**config.mk**
```make
export PLATFORM = sky130hd
export DESIGN_NAME = uart_rx_ovs
export DESIGN_NICKNAME = d
export VERILOG_FILES = /design/src/rtl/uart_pkg.sv /design/src/rtl/uart_baud_tick.sv /design/src/rtl/uart_rx_ovs.sv
export SDC_FILE = /design/constraint.sdc
export NUM_CORES = 1
export LEC_CHECK = 0
export CAP_MARGIN = 5
export CORE_MARGIN = 5
export CORE_UTILIZATION = 41
export DETAILED_ROUTE_END_ITERATION = 10
export GPL_TIMING_DRIVEN = 1
export PLACE_DENSITY_LB_ADDON = 0.08
export SLEW_MARGIN = 20
export SYNTH_ARGS = -nofsm -noshare
export SYNTH_HDL_FRONTEND = slang
export SYNTH_SLANG_ARGS = --single-unit
```
**constraint.sdc**
```tcl
create_clock -name clk_i -period 8.7 [get_ports clk_i]
set_clock_uncertainty 0.15 [all_clocks]
set_input_delay 1.74 -clock clk_i [delete_from_list [all_inputs] [get_ports clk_i]]
set_output_delay 1.74 -clock clk_i [all_outputs]
set_load 0.05 [all_outputs]
```
**src/rtl/uart_pkg.sv**
```systemverilog
// Shared types and constants for the oversampling UART receiver.
package uart_pkg;

    localparam int unsigned OVS_DEFAULT = 16;

    // cfg_data_bits encoding
    localparam logic [1:0] DATA_BITS_5 = 2'd0;
    localparam logic [1:0] DATA_BITS_6 = 2'd1;
    localparam logic [1:0] DATA_BITS_7 = 2'd2;
    localparam logic [1:0] DATA_BITS_8 = 2'd3;

    typedef enum logic [2:0] {
        RX_IDLE,
        RX_START,
        RX_DATA,
        RX_PARITY,
        RX_STOP,
        RX_BREAK_WAIT
    } rx_state_e;

    // Number of data bits selected by the encoding.
    function automatic logic [3:0] data_bits_count(input logic [1:0] enc);
        case (enc)
            DATA_BITS_5: return 4'd5;
            DATA_BITS_6: return 4'd6;
            DATA_BITS_7: return 4'd7;
            DATA_BITS_8: return 4'd8;
            default:     return 4'd8;
        endcase
    endfunction

endpackage

```
**src/rtl/uart_baud_tick.sv**
```systemverilog
// Sample-tick prescaler: one-cycle tick every max(div_i,1) clk_i cycles.
module uart_baud_tick #(
    parameter int unsigned DIV_WIDTH = 16
) (
    input  logic                 arst_ni,
    input  logic                 clk_i,
    input  logic                 en_i,
    input  logic                 clr_i,
    input  logic [DIV_WIDTH-1:0] div_i,
    output logic                 tick_o
);

    logic [DIV_WIDTH-1:0] cnt_q;
    logic [DIV_WIDTH-1:0] term;
    logic                 at_term;

    // Terminal count; a divisor of zero behaves as one.
    always_comb begin
        term    = (div_i == '0) ? '0 : div_i - 1'b1;
        at_term = (cnt_q >= term);
        tick_o  = en_i && !clr_i && at_term;
    end

    // Free-running count, held at zero while disabled or cleared.
    always_ff @(posedge clk_i or negedge arst_ni) begin
        if (!arst_ni) begin
            cnt_q <= '0;
        end else if (!en_i || clr_i) begin
            cnt_q <= '0;
        end else if (at_term) begin
            cnt_q <= '0;
        end else begin
            cnt_q <= cnt_q + 1'b1;
        end
    end

endmodule

```
**src/rtl/uart_rx_ovs.sv**
```systemverilog
// Oversampling UART receiver with 2-of-3 majority sampling, parity,
// framing and break detection, and a valid/ready holding register.
module uart_rx_ovs
    import uart_pkg::*;
#(
    parameter int unsigned OVS       = OVS_DEFAULT,
    parameter int unsigned DIV_WIDTH = 16
) (
    input  logic                 clk_i,
    input  logic                 arst_ni,
    input  logic                 cfg_en_i,
    input  logic [DIV_WIDTH-1:0] cfg_div_i,
    input  logic [1:0]           cfg_data_bits_i,
    input  logic                 cfg_parity_en_i,
    input  logic                 cfg_parity_type_i,
    input  logic                 cfg_stop_bits_i,
    input  logic                 rx_i,
    output logic [7:0]           rx_data_o,
    output logic                 rx_valid_o,
    input  logic                 rx_ready_i,
    output logic                 rx_perr_o,
    output logic                 rx_ferr_o,
    output logic                 rx_break_o,
    output logic                 rx_overrun_o,
    output logic                 busy_o
);

    localparam int unsigned      CNT_W    = $clog2(OVS);
    localparam logic [CNT_W-1:0] SMP_A    = CNT_W'(OVS / 2 - 1);
    localparam logic [CNT_W-1:0] SMP_B    = CNT_W'(OVS / 2);
    localparam logic [CNT_W-1:0] SMP_C    = CNT_W'(OVS / 2 + 1);
    localparam logic [CNT_W-1:0] CNT_LAST = CNT_W'(OVS - 1);

    rx_state_e state_q, state_d;

    logic rx_s1_q, rx_sync_q, rx_prev_q;

    // Frame configuration captured at the start edge
    logic [DIV_WIDTH-1:0] div_q;
    logic [1:0]           nbits_q;
    logic                 par_en_q, par_type_q, stop2_q;

    logic [CNT_W-1:0] bit_cnt_q;
    logic [1:0]       smp_q;
    logic [7:0]       shreg_q;
    logic [2:0]       idx_q;
    logic             par_bit_q, ferr_acc_q, stop_idx_q;

    logic [7:0] data_q;
    logic       valid_q, perr_q, ferr_q, break_q, ovr_q;

    logic tick, decide, boundary, bit_val, last_data, break_cond, active;
    logic start_frame, frame_done, brk_det;

    uart_baud_tick #(
        .DIV_WIDTH(DIV_WIDTH)
    ) u_tick (
        .arst_ni(arst_ni),
        .clk_i  (clk_i),
        .en_i   (cfg_en_i),
        .clr_i  (start_frame),
        .div_i  (div_q),
        .tick_o (tick)
    );

    // Two-flop synchronizer plus one history flop for edge detection.
    always_ff @(posedge clk_i or negedge arst_ni) begin
        if (!arst_ni) begin
            rx_s1_q   <= 1'b1;
            rx_sync_q <= 1'b1;
            rx_prev_q <= 1'b1;
        end else begin
            rx_s1_q   <= rx_i;
            rx_sync_q <= rx_s1_q;
            rx_prev_q <= rx_sync_q;
        end
    end

    // Bit timing strobes and the majority-voted bit value.
    always_comb begin
        active     = (state_q != RX_IDLE) && (state_q != RX_BREAK_WAIT);
        decide     = tick && active && (bit_cnt_q == SMP_C);
        boundary   = tick && active && (bit_cnt_q == CNT_LAST);
        bit_val    = (smp_q[0] & smp_q[1]) | (smp_q[0] & rx_sync_q) | (smp_q[1] & rx_sync_q);
        last_data  = ({1'b0, idx_q} == data_bits_count(nbits_q) - 4'd1);
        break_cond = (shreg_q == '0) && !(par_en_q && par_bit_q) && !bit_val;
    end

    // State register.
    always_ff @(posedge clk_i or negedge arst_ni) begin
        if (!arst_ni) begin
            state_q <= RX_IDLE;
        end else begin
            state_q <= state_d;
        end
    end

    // Next-state logic and frame event strobes.
    always_comb begin
        state_d     = state_q;
        start_frame = 1'b0;
        frame_done  = 1'b0;
        brk_det     = 1'b0;
        if (!cfg_en_i) begin
            state_d = RX_IDLE;
        end else begin
            case (state_q)
                RX_IDLE: begin
                    if (rx_prev_q && !rx_sync_q) begin
                        state_d     = RX_START;
                        start_frame = 1'b1;
                    end
                end
                RX_START: begin
                    if (decide && bit_val) begin
                        state_d = RX_IDLE;
                    end else if (boundary) begin
                        state_d = RX_DATA;
                    end
                end
                RX_DATA: begin
                    if (boundary && last_data) begin
                        state_d = par_en_q ? RX_PARITY : RX_STOP;
                    end
                end
                RX_PARITY: begin
                    if (boundary) begin
                        state_d = RX_STOP;
                    end
                end
                RX_STOP: begin
                    if (decide) begin
                        if (!stop_idx_q && break_cond) begin
                            brk_det = 1'b1;
                            state_d = RX_BREAK_WAIT;
                        end else if (stop_idx_q == stop2_q) begin
                            frame_done = 1'b1;
                            state_d    = RX_IDLE;
                        end
                    end
                end
                RX_BREAK_WAIT: begin
                    if (rx_sync_q) begin
                        state_d = RX_IDLE;
                    end
                end
                default: state_d = RX_IDLE;
            endcase
        end
    end

    // Frame datapath: config capture, bit counter, samples and shift register.
    always_ff @(posedge clk_i or negedge arst_ni) begin
        if (!arst_ni) begin
            div_q      <= '0;
            nbits_q    <= '0;
            par_en_q   <= 1'b0;
            par_type_q <= 1'b0;
            stop2_q    <= 1'b0;
            bit_cnt_q  <= '0;
            smp_q      <= '0;
            shreg_q    <= '0;
            idx_q      <= '0;
            par_bit_q  <= 1'b0;
            ferr_acc_q <= 1'b0;
            stop_idx_q <= 1'b0;
        end else if (!cfg_en_i) begin
            bit_cnt_q <= '0;
        end else if (start_frame) begin
            div_q      <= cfg_div_i;
            nbits_q    <= cfg_data_bits_i;
            par_en_q   <= cfg_parity_en_i;
            par_type_q <= cfg_parity_type_i;
            stop2_q    <= cfg_stop_bits_i;
            bit_cnt_q  <= '0;
            smp_q      <= '0;
            shreg_q    <= '0;
            idx_q      <= '0;
            par_bit_q  <= 1'b0;
            ferr_acc_q <= 1'b0;
            stop_idx_q <= 1'b0;
        end else if (tick && active) begin
            bit_cnt_q <= (bit_cnt_q == CNT_LAST) ? '0 : bit_cnt_q + 1'b1;
            if (bit_cnt_q == SMP_A) smp_q[0] <= rx_sync_q;
            if (bit_cnt_q == SMP_B) smp_q[1] <= rx_sync_q;
            if (decide) begin
                case (state_q)
                    RX_DATA:   shreg_q[idx_q] <= bit_val;
                    RX_PARITY: par_bit_q      <= bit_val;
                    RX_STOP:   if (!bit_val) ferr_acc_q <= 1'b1;
                    default:   ;
                endcase
            end
            // Decision and boundary can share a tick when OVS=4; both apply.
            if (boundary) begin
                if (state_q == RX_DATA) idx_q <= idx_q + 1'b1;
                if (state_q == RX_STOP) stop_idx_q <= 1'b1;
            end
        end
    end

    // Holding register, handshake and one-cycle event pulses.
    always_ff @(posedge clk_i or negedge arst_ni) begin
        if (!arst_ni) begin
            data_q  <= '0;
            valid_q <= 1'b0;
            perr_q  <= 1'b0;
            ferr_q  <= 1'b0;
            break_q <= 1'b0;
            ovr_q   <= 1'b0;
        end else begin
            break_q <= brk_det;
            ovr_q   <= 1'b0;
            if (frame_done) begin
                if (!valid_q || rx_ready_i) begin
                    data_q  <= shreg_q;
                    perr_q  <= par_en_q & ((^shreg_q) ^ par_bit_q ^ par_type_q);
                    ferr_q  <= ferr_acc_q | ~bit_val;
                    valid_q <= 1'b1;
                end else begin
                    ovr_q <= 1'b1;
                end
            end else if (valid_q && rx_ready_i) begin
                valid_q <= 1'b0;
            end
        end
    end

    assign rx_data_o    = data_q;
    assign rx_valid_o   = valid_q;
    assign rx_perr_o    = perr_q;
    assign rx_ferr_o    = ferr_q;
    assign rx_break_o   = break_q;
    assign rx_overrun_o = ovr_q;
    assign busy_o       = (state_q != RX_IDLE);

endmodule

```
==> flow_summary.ini, run 1 <==
[route]
wl_per_cell_microns = 15.20
postRouteAntennaNets = 0
vias = 3214
drtPass1Iterations = 4
viasPerCell = 5.218
wirelength_microns = 9361
drtIter0Drc = 151
drc = 0

[clock_tree]
cts_buffers = 9
path_clk_slew_ps = 80
cts_resized = 0
clkSinkCount = 76
post_cts_buffers = 0
hold_buffers = 0
cts_root_buf = clkbuf_8
cts_tree = built
insertion_delay_ps = 350
cts.path.max_buffers = 2
htree_levels = 3

[placed_design]
gp_congestion = 0.8457
place_hpwl_microns = 6751
pre_cts_ws_ps = 3508
io_buffers = 39

[power]
vdd_drop_max_mv = 0.09635
p_sw_w = 0.0003716
seqPwrFrac_pct = 42.4
p_comb_share_pct = 29.0
internal_power_w = 0.0007589
p_per_area_nw_per_um2 = 222.1
switching_share_pct = 32.87
p_leak_nw = 2.380
pwr-share-clk_pct = 28.6

[critical_path]
crit_arrival_ps = 4980
cp.required_ps = 8790
cp_top_family = simple AND/OR/NAND/NOR gates
critPathMaxStageDelay_ps = 640
crit_buf_inv = 0
critPathSlowestCell = a21boi_4
cp_cell_sequence = or4_4, or3_4, or4_4, nor2_1, mux2i_1, ha_1, nand2_1, nor4_1, a31oi_1, a21boi_4, and3_1, mux2_2
worstSetupEndpointType = flop
crit_path_start_kind = flop
crit_type = flop to flop
path_common_cell = or4_4
cp_max_fo = 28

[global_routing]
grt_max_degree = 77
antenna_found_initial = 0
grt_pass1_wl_microns = 15820
grt_overflow = 0
grt_use_total_pct = 15.51
grt_pass1_vias = 3207

[hold_path]
hp-class = flop to flop

[finish]
diodes = 0
fillers = 967
ff_latch_area_sq_um = 1906
final_layout_size_suffix_gt1_share_pct = 11.25
final_nets = 528
multiInputGateArea_sq_um = 2293
post-route-util_pct = 49.29
syn_to_final_growth_pct = 17.04

[synthesis]
synthMuxAreaShare_pct = 11.19
synth_edf_count = 0
synth.area.top_cells = dfrtp_1 42%, ha_1 7.8%, mux2_2 7.5%
syn_inst = 439
yosys_register_bits = 76
synth.most_common_cell = dfrtp_1
ys.flop_type = dfrtp_1
yosys.area_share.simple_pct = 20.00
synthXorXnorAreaFrac_pct = 7.050
synth_common_cells = 73 x dfrtp_1, 57 x nand2_1, 38 x nor2_1
yosys_warnings = 0
syn_area_sq_um = 4348
synth_top_family_by_area = simple AND/OR/NAND/NOR gates
synth_top_area_share_pct = 42.01
syn_avg_cell_area_sq_um = 9.904
synth_fa_ha_area_share_pct = 7.770
synth_cell_types = 53
syn-num-nets = 492
synth_top_area_cell = dfrtp_1
synth_compound_area_share_pct = 6.561
synthArstFlopShare_pct = 100.0
synth-seq-area-share_pct = 43.83

[floorplan]
io_pins = 40
initial_core_util_pct = 42.12
die_y_microns = 113.0
core_area_sq_um = 10320
fp.dieW_microns = 113.0
dieArea_sq_um = 12760
placementRows = 37

[sta]
setup_viol = 0
final-max-slew-violation-count = 0
worst_slew_pin_slew_ps = 712.2
setup_slack_ps = 3806
period_share_pct = 56.25
tns_ps = 0
slew_headroom_pct = 52.40
rsz0062_at_grt = false
hold_viol = 0
max_freq_mhz = 204.3
min_period_ps = 4894

[status]
status = completed

[flow_run]
drv_cap = 0
-- flip-flops by register name (all words and copies together), names as in the netlist, 2 cells and up --
| name | count |
|---|---|
| bit_cnt_q | 4 |
| div_q | 16 |
| state_q | 3 |
| u_tick.cnt_q | 16 |
| rx_data_o | 8 |
| nbits_q | 2 |
| shreg_q | 8 |
| idx_q | 3 |
| smp_q | 2 |
-- area by class of cell --
| cell class | instances | share of cell area (%) |
|---|---|---|
| inverter | 23 | 1.697 |
| multi-input combinational | 325 | 45.07 |
| timing repair buffer | 40 | 7.844 |
| tap | 136 | 3.344 |
| sequential | 76 | 37.45 |
| clock inverter | 4 | 1.942 |
| clock buffer | 12 | 2.656 |
-- final timing paths --
check	startpoint	endpoint	depth (start not counted)	slack, ps
hold reg to reg	rx_s1_q	rx_sync_q	0	210
min in group asynchronous	arst_ni	div_q[11]	1	1260
setup reg to reg	div_q[7]	rx_data_o[1]	12	3810
setup / recovery	div_q[7]	rx_data_o[1]	12	3810
hold / removal	rx_s1_q	rx_sync_q	0	210
max in group asynchronous	arst_ni	idx_q[2]	1	6650
-- power by group through the flow --
stage	Sequential [W]	Combinational, W	Clock [W]
floorplan	0.000463	0.000254	0
global placement	0.000484	0.000324	0
detailed placement	0.000484	0.000333	0
CTS	0.000479	0.000334	0.000336
global route	0.000488	0.000375	0.000350
finish	0.000480	0.000328	0.000323
-- layer usage --
layer | up-vias | global-route usage, % | wire length [microns]
li1 | 1594 | - | -
met5 | - | 0 | 0
met1 | 1561 | 18.63 | 4112
met3 | 14 | 4.118 | 284
met4 | 0 | 4.728 | 150
met2 | 45 | 27.13 | 4813
-- per-stage QoR --
stage / instance area [sq um] / power [W] / hold slack, ps / std cells
floorplan: 4348 / 0.0007176 / 195.2 / 439
global placement: 4843 / 0.0008080 / 195.4 / 600
detailed placement: 4843 / 0.0008173 / 197.3 / 600
CTS: 5077 / 0.001148 / 209.7 / 616
global route: 5089 / 0.001213 / 214.4 / 616
finish: 5089 / 0.001130 / 208.0 / 616
-- placed cells by master (no fill, tap or decap), types with 2 or more instances in the layout --
cell | synthesis | layout
nand2b_1 | 5 | 5
clkbuf_8 | 0 | 9
nand2_1 | 57 | 57
a31oi_1 | 3 | 3
o22a_1 | 2 | 2
bufinv_16 | 0 | 3
and3_1 | 10 | 10
o21ai_0 | 13 | 13
dfstp_2 | 3 | 3
clkdlybuf4s50_1 | 0 | 38
ha_1 | 27 | 27
nand3_1 | 19 | 19
clkbuf_1 | 9 | 3
mux2i_1 | 16 | 16
a21oi_1 | 9 | 9
nor4_1 | 4 | 4
xnor2_1 | 17 | 17
xor2_1 | 18 | 18
a2111o_1 | 2 | 2
and3b_1 | 2 | 2
o31ai_1 | 2 | 2
or4_4 | 2 | 2
nor2_1 | 38 | 38
nor3_1 | 7 | 7
mux2_2 | 29 | 29
inv_1 | 22 | 22
nor2b_1 | 6 | 6
and2_1 | 2 | 2
nand4_1 | 10 | 10
nand4b_1 | 4 | 4
dfrtp_1 | 73 | 73
-- cell families (layout without fill, tap and decap cells) --
family	count (synthesis)	after routing
compound gates	43	43
xor+xnor	35	35
fa+ha+maj	27	27
buf+inv	38	79
flops	76	76
mux	45	45
simple gates	175	175
Note: power is estimated with default switching activity, not from simulation.
==> run 2, diff against run 1 <==
==> constraint.sdc (replaced) <==
create_clock -name clk_i -period 4.1 [get_ports clk_i]
set_clock_uncertainty 0.15 [all_clocks]
set_input_delay 0.82 -clock clk_i [delete_from_list [all_inputs] [get_ports clk_i]]
set_output_delay 0.82 -clock clk_i [all_outputs]
set_load 0.05 [all_outputs]
==> run 2 against run 1 <==
- first-iteration DRC count grew 41%
- non-clock buffer count increased by 21
- critical path depth is 1 higher
- sequential share of layout area down 1.7 points
- maximum frequency grew 22%
- count of clock-buffer cells in the layout did not move
- flip-flop and latch count unchanged
- sequential power grew 110%
- cell area grew 4.6%
- cell count is 3.4% higher
- combinational power rose by 140%
- via count is 2.1% higher
==> flow_summary.ini, run 2 (synthesis results as in run 1) <==
[status]
status = completed

[finish]
diodes = 0
final_area_sq_um = 5324
final_layout_size_suffix_gt1_share_pct = 17.17
final_cell_mix = 73 x dfrtp_1, 56 x nand2_1, 38 x nor2_1, 38 x clkdlybuf4s50_1, 29 x mux2_2
final_nets = 549
post-route-util_pct = 51.57
final_common_cell = dfrtp_1
syn_to_final_growth_pct = 22.45
reg.largest.list = div_q: 16 flops, u_tick.cnt_q: 16 flops

[power]
p_leak_nw = 2.493
p_per_area_nw_per_um2 = 447.5
power_w = 0.002382
vdd_drop_max_mv = 0.2380

[critical_path]
cp.required_ps = 4200
critPathSlowestCell = or4_4
reg2reg_from = div_q[9]
critPathLaunch = div_q[9]
cp_cell_sequence = or4_4, or3_4, or4_4, nand2b_4, and2_2, ha_1, nand2b_4, a2111o_1, a31oi_4, a21boi_2, buf_6, buf_4, a221o_1
crit_type = flop to flop
cp.depth = 13
critPathMaxStageDelay_ps = 530
cp_max_fo = 10
crit_arrival_ps = 4100
r2r_cells = 13
cp_top_family = simple AND/OR/NAND/NOR gates
crit_path_start_kind = flop
worstSetupEndpointType = flop
crit_buf_inv = 2

[global_routing]
grt_use_total_pct = 15.44
grt_max_degree = 77
grt_pass1_wl_microns = 15730
antenna_found_initial = 0
grt_pass1_vias = 3280
grt_overflow = 0

[clock_tree]
htree_levels = 3
path_clk_slew_ps = 80
cts_root_buf = clkbuf_8
insertion_delay_ps = 360
cts_tree = built
clkSinkCount = 76
cts_buffers = 9
cts.path.max_buffers = 2
hold_buffers = 0

[placed_design]
gp_congestion = 0.8617
postPlaceCellArea_sq_um = 5031
place_hpwl_microns = 6808
io_buffers = 39

[floorplan]
dieArea_sq_um = 12760
die_y_microns = 113.0
fp.dieW_microns = 113.0
initial_core_util_pct = 42.12
core_area_sq_um = 10320
placementRows = 37
io_pins = 40

[sta]
period_share_pct = 97.56
final-max-slew-violation-count = 0
setup_viol = 0
max_freq_mhz = 250.0
slew_headroom_pct = 51.83
hold_viol = 0
min_period_ps = 4000
tns_ps = 0
hold_ws_ps = 202.2
rsz0062_at_grt = true
worst_slew_pin_slew_ps = 722.6

[flow_run]
drv_cap = 0

[hold_path]
hp-start = rx_s1_q
hp-class = flop to flop
hold_depth = 0

[route]
drtPass1Iterations = 4
drtIter0Drc = 213
viasPerCell = 5.154
postRouteAntennaNets = 0
drc = 0
wl_per_cell_microns = 14.87
vias = 3283
wirelength_microns = 9471
[run 2: changes by cell type in the layout (fill, tap and decap cells not counted), sizes merged]
cell      delta
clkinvlp     +1
clkinv       +1
bufinv       -2
buf         +21
[run 2: layout make-up]
type	count	area, sq um
fillers	951	5000
clock inverters	4	47.55
well taps	136	170.2
clock buffers	12	155.1
flip-flops and latches	76	1906
multi-input cells	325	2357
repair buffers	61	601.8
inverters	23	86.33
[run 2: path summary, 6_finish.rpt]
kind                                          to  slack, ps
worst max register to register      bit_cnt_q[3]        100
min in group asynchronous              div_q[13]        320
worst max-delay path                bit_cnt_q[3]        100
worst min register to register         rx_sync_q        200
max in group asynchronous       u_tick.cnt_q[15]       2960
worst min-delay path                   rx_sync_q        200
[run 2: what timing repair did]
action	4_1_cts	5_1_grt
pin swaps	0	3
setup buffers	0	1
endpoints found under the setup margin	21	42
gates resized for setup	5	11
[run 2: power breakdown]
part | total [W] | internal [W] | switching (W) | leakage [nW]
sequential | 0.00100 | 0.000875 | 0.000126 | 1.00
combinational | 0.000793 | 0.000381 | 0.000411 | 1.39
clock | 0.000588 | 0.000313 | 0.000275 | 0.102
total | 0.00238 | 0.00157 | 0.000813 | 2.49
[run 2: layer usage]
metal	vias up	share of wire, %	global-route usage (%)	routed length [microns]
met5	-	0	0	0
met4	0	1.5	5.369	141
met3	13	4.3	4.973	407
met2	59	50	26.11	4764
met1	1576	44	18.51	4158
li1	1635	-	-	-
[run 2: metrics by stage]
step	setup WS, ps	instances
after detailed placement	-61.70	620
final	100.1	637
after global placement	0.6652	620
after global routing	-46.67	637
after CTS	14.31	636
after floorplan	13.81	439
==> run 3, diff against run 2 <==
--- a/config.mk
+++ b/config.mk
@@ -14,4 +14,5 @@
 export SLEW_MARGIN = 20
 export SYNTH_ARGS = -nofsm -noshare
 export SYNTH_HDL_FRONTEND = slang
+export SYNTH_HIERARCHICAL = 1
 export SYNTH_SLANG_ARGS = --single-unit
==> run 3 against run 2 <==
- via count grew 15%
- flip-flop and latch count stayed put
- wire length is 15% higher
- power grew 17%
- combinational power up 55%
- sequential power is essentially flat
- maximum frequency grew 1.2%
- critical path type unchanged
==> flow_summary.ini, run 3 <==
[synthesis]
yosys.area_share.simple_pct = 25.19
syn_inst = 484
synthArstFlopShare_pct = 100.0
synth_top_family_by_area = simple AND/OR/NAND/NOR gates
yosys_warnings = 6
yosys_register_bits = 76
synth_fa_ha_area_share_pct = 7.731
syn-num-nets = 537
synthMuxAreaShare_pct = 2.725
synth-seq-area-share_pct = 42.35
synth_edf_count = 0
synth_common_cells = 108 x nand2_1, 73 x dfrtp_1, 27 x ha_1
synthXorXnorAreaFrac_pct = 6.034
syn_area_sq_um = 4499
synth.most_common_cell = nand2_1
synth.area.top_cells = dfrtp_1 41%, nand2_1 9.0%, ha_1 7.5%
synth_top_area_share_pct = 40.60
ys.flop_type = dfrtp_1
synth_cell_types = 69
synth_compound_area_share_pct = 11.82
synth_top_area_cell = dfrtp_1
syn_avg_cell_area_sq_um = 9.296

[route]
viasPerCell = 5.342
wirelength_microns = 10930
drc = 0
drtIter0Drc = 185
drtPass1Iterations = 4
vias = 3761
postRouteAntennaNets = 0
wl_per_cell_microns = 15.53

[sta]
max_freq_mhz = 252.9
setup_viol = 0
min_period_ps = 3954
period_share_pct = 96.44
hold_ws_ps = 176.1
slew_headroom_pct = 52.13
hold_viol = 0
rsz0062_at_grt = true
final-max-slew-violation-count = 0
worst_slew_pin_slew_ps = 713.3
tns_ps = 0

[global_routing]
antenna_found_initial = 0
grt_pass1_vias = 3902
grt_max_degree = 77
grt_use_total_pct = 17.62
grt_pass1_wl_microns = 18470
grt_overflow = 0

[floorplan]
die_y_microns = 114.8
io_pins = 40
core_area_sq_um = 10790
dieArea_sq_um = 13170
initial_core_util_pct = 41.69
placementRows = 38
fp.dieW_microns = 114.8

[flow_run]
drv_cap = 0

[finish]
reg.largest.list = div_q: 16 flops, u_tick/cnt_q: 16 flops
final_cell_mix = 108 x nand2_1, 72 x dfrtp_1, 38 x buf_4, 38 x clkdlybuf4s50_1, 26 x ha_1
ff_latch_area_sq_um = 1907
syn_to_final_growth_pct = 27.50
final_layout_size_suffix_gt1_share_pct = 19.15
final_nets = 612
instances_no_fill = 704
final_common_cell = nand2_1
fillers = 1008
diodes = 0
final_area_sq_um = 5737
multiInputGateArea_sq_um = 2628

[critical_path]
cp_max_fo = 12
worstSetupEndpointType = flop
r2r_slack_ps = 150
crit_type = flop to flop
path_common_cell = nand2_1
crit_buf_inv = 2
critPathMaxStageDelay_ps = 400
reg2reg_from = div_q[4]
cp.required_ps = 4200
critPathSlowestCell = dfrtp_1
crit_path_start_kind = flop
cp_cell_sequence = buf_4, nor4_4, nand3_1, or3_1, mux2i_1, ha_1, and4_4, nand3_4, o311ai_4, o211a_4, nand2_1, or3b_4, nand4bb_4, buf_6, nand2_1, o21ai_1
r2r-end = rx_data_o[2]
r2r_cells = 16
crit_arrival_ps = 4060
cp_top_family = simple AND/OR/NAND/NOR gates

[status]
status = completed

[placed_design]
gp_congestion = 0.8252
placed_cells = 678
io_buffers = 39
place_hpwl_microns = 7813
postPlaceCellArea_sq_um = 5229

[clock_tree]
path_clk_slew_ps = 80
clkSinkCount = 76
cts_root_buf = clkbuf_8
cts_tree = built
htree_levels = 3
insertion_delay_ps = 370
cts.path.max_buffers = 2
cts_buffers = 9

[power]
vdd_drop_max_mv = 0.3173
p_per_area_nw_per_um2 = 487.6
p_leak_nw = 2.565
power_w = 0.002797

[hold_path]
hp-class = input pin to asynchronous set/reset pin
## run 3: changes by cell type in the layout (fill, tap and decap cells not counted), sizes merged, moves of 6 or more
cell,before,now
buf,23,44
mux2,29,2
mux2i,16,10
nand2,57,108
nor2,38,19
nor3,7,20
o21ai,13,21
o31ai,2,8
## run 3: metal layers
| metal | part of all wire [%] | routed length, microns | track usage (%) |
|---|---|---|---|
| met4 | 1.9 | 213 | 6.651 |
| met5 | 0 | 0 | 0 |
| met2 | 51 | 5603 | 31.01 |
| met1 | 44 | 4773 | 20.58 |
| met3 | 3.1 | 343 | 4.632 |
## run 3: cell families (layout without fill, tap and decap cells)
family                     after synthesis  after routing
muxes                                   12             12
adders and majority gates               28             28
xor gates and xnor gates                31             31
buffers and inverters                   41            121
DFF                                     76             76
AOI/OAI and AO/OA                       76             76
and+or+nand+nor                        220            220
## run 3: through the flow
stage	setup slack (ps)	utilization (%)
2_1_floorplan	12.70	-
3_3_place_gp	-75.48	48.45
3_5_place_dp	-116.2	48.45
4_1_cts	12.84	50.57
5_1_grt	-25.08	53.15
6_report	146.0	53.15
## run 3: worst max path at each step
| stage | from | endpoint | slack, ps | cells past startpoint |
|---|---|---|---|---|
| 2_1_floorplan | div_q[8] | rx_perr_o | 10 | 14 |
| 3_3_place_gp | div_q[5] | state_q[0] | -80 | 15 |
| 3_5_place_dp | div_q[5] | state_q[0] | -120 | 15 |
| 4_1_cts | div_q[5] | state_q[0] | 10 | 15 |
| 5_1_grt | div_q[4] | state_q[0] | -30 | 16 |
| 6_report | div_q[4] | rx_data_o[2] | 150 | 16 |
## run 3: where the power goes
part	internal, W	switching, W	leakage (nW)
Clock	0.000279	0.000294	0.103
Combinational	0.000587	0.000638	1.45
Sequential	0.000867	0.000132	1.01
## run 3: layout make-up
type / instances / share of cell area [%]
flip-flops and latches: 76 / 33.24
inverters: 23 / 1.505
clock buffers: 9 / 2.159
well taps: 140 / 3.053
clock inverters: 7 / 1.178
multi-input cells: 367 / 45.80
repair buffers: 82 / 13.06
## run 3: repair_timing
item / in CTS / in global routing
pin swaps: 0 / 18
buffers inserted: 0 / 9
hold buffers: 0 / 0
resized for setup: 6 / 33
setup endpoints to repair: 18 / 25
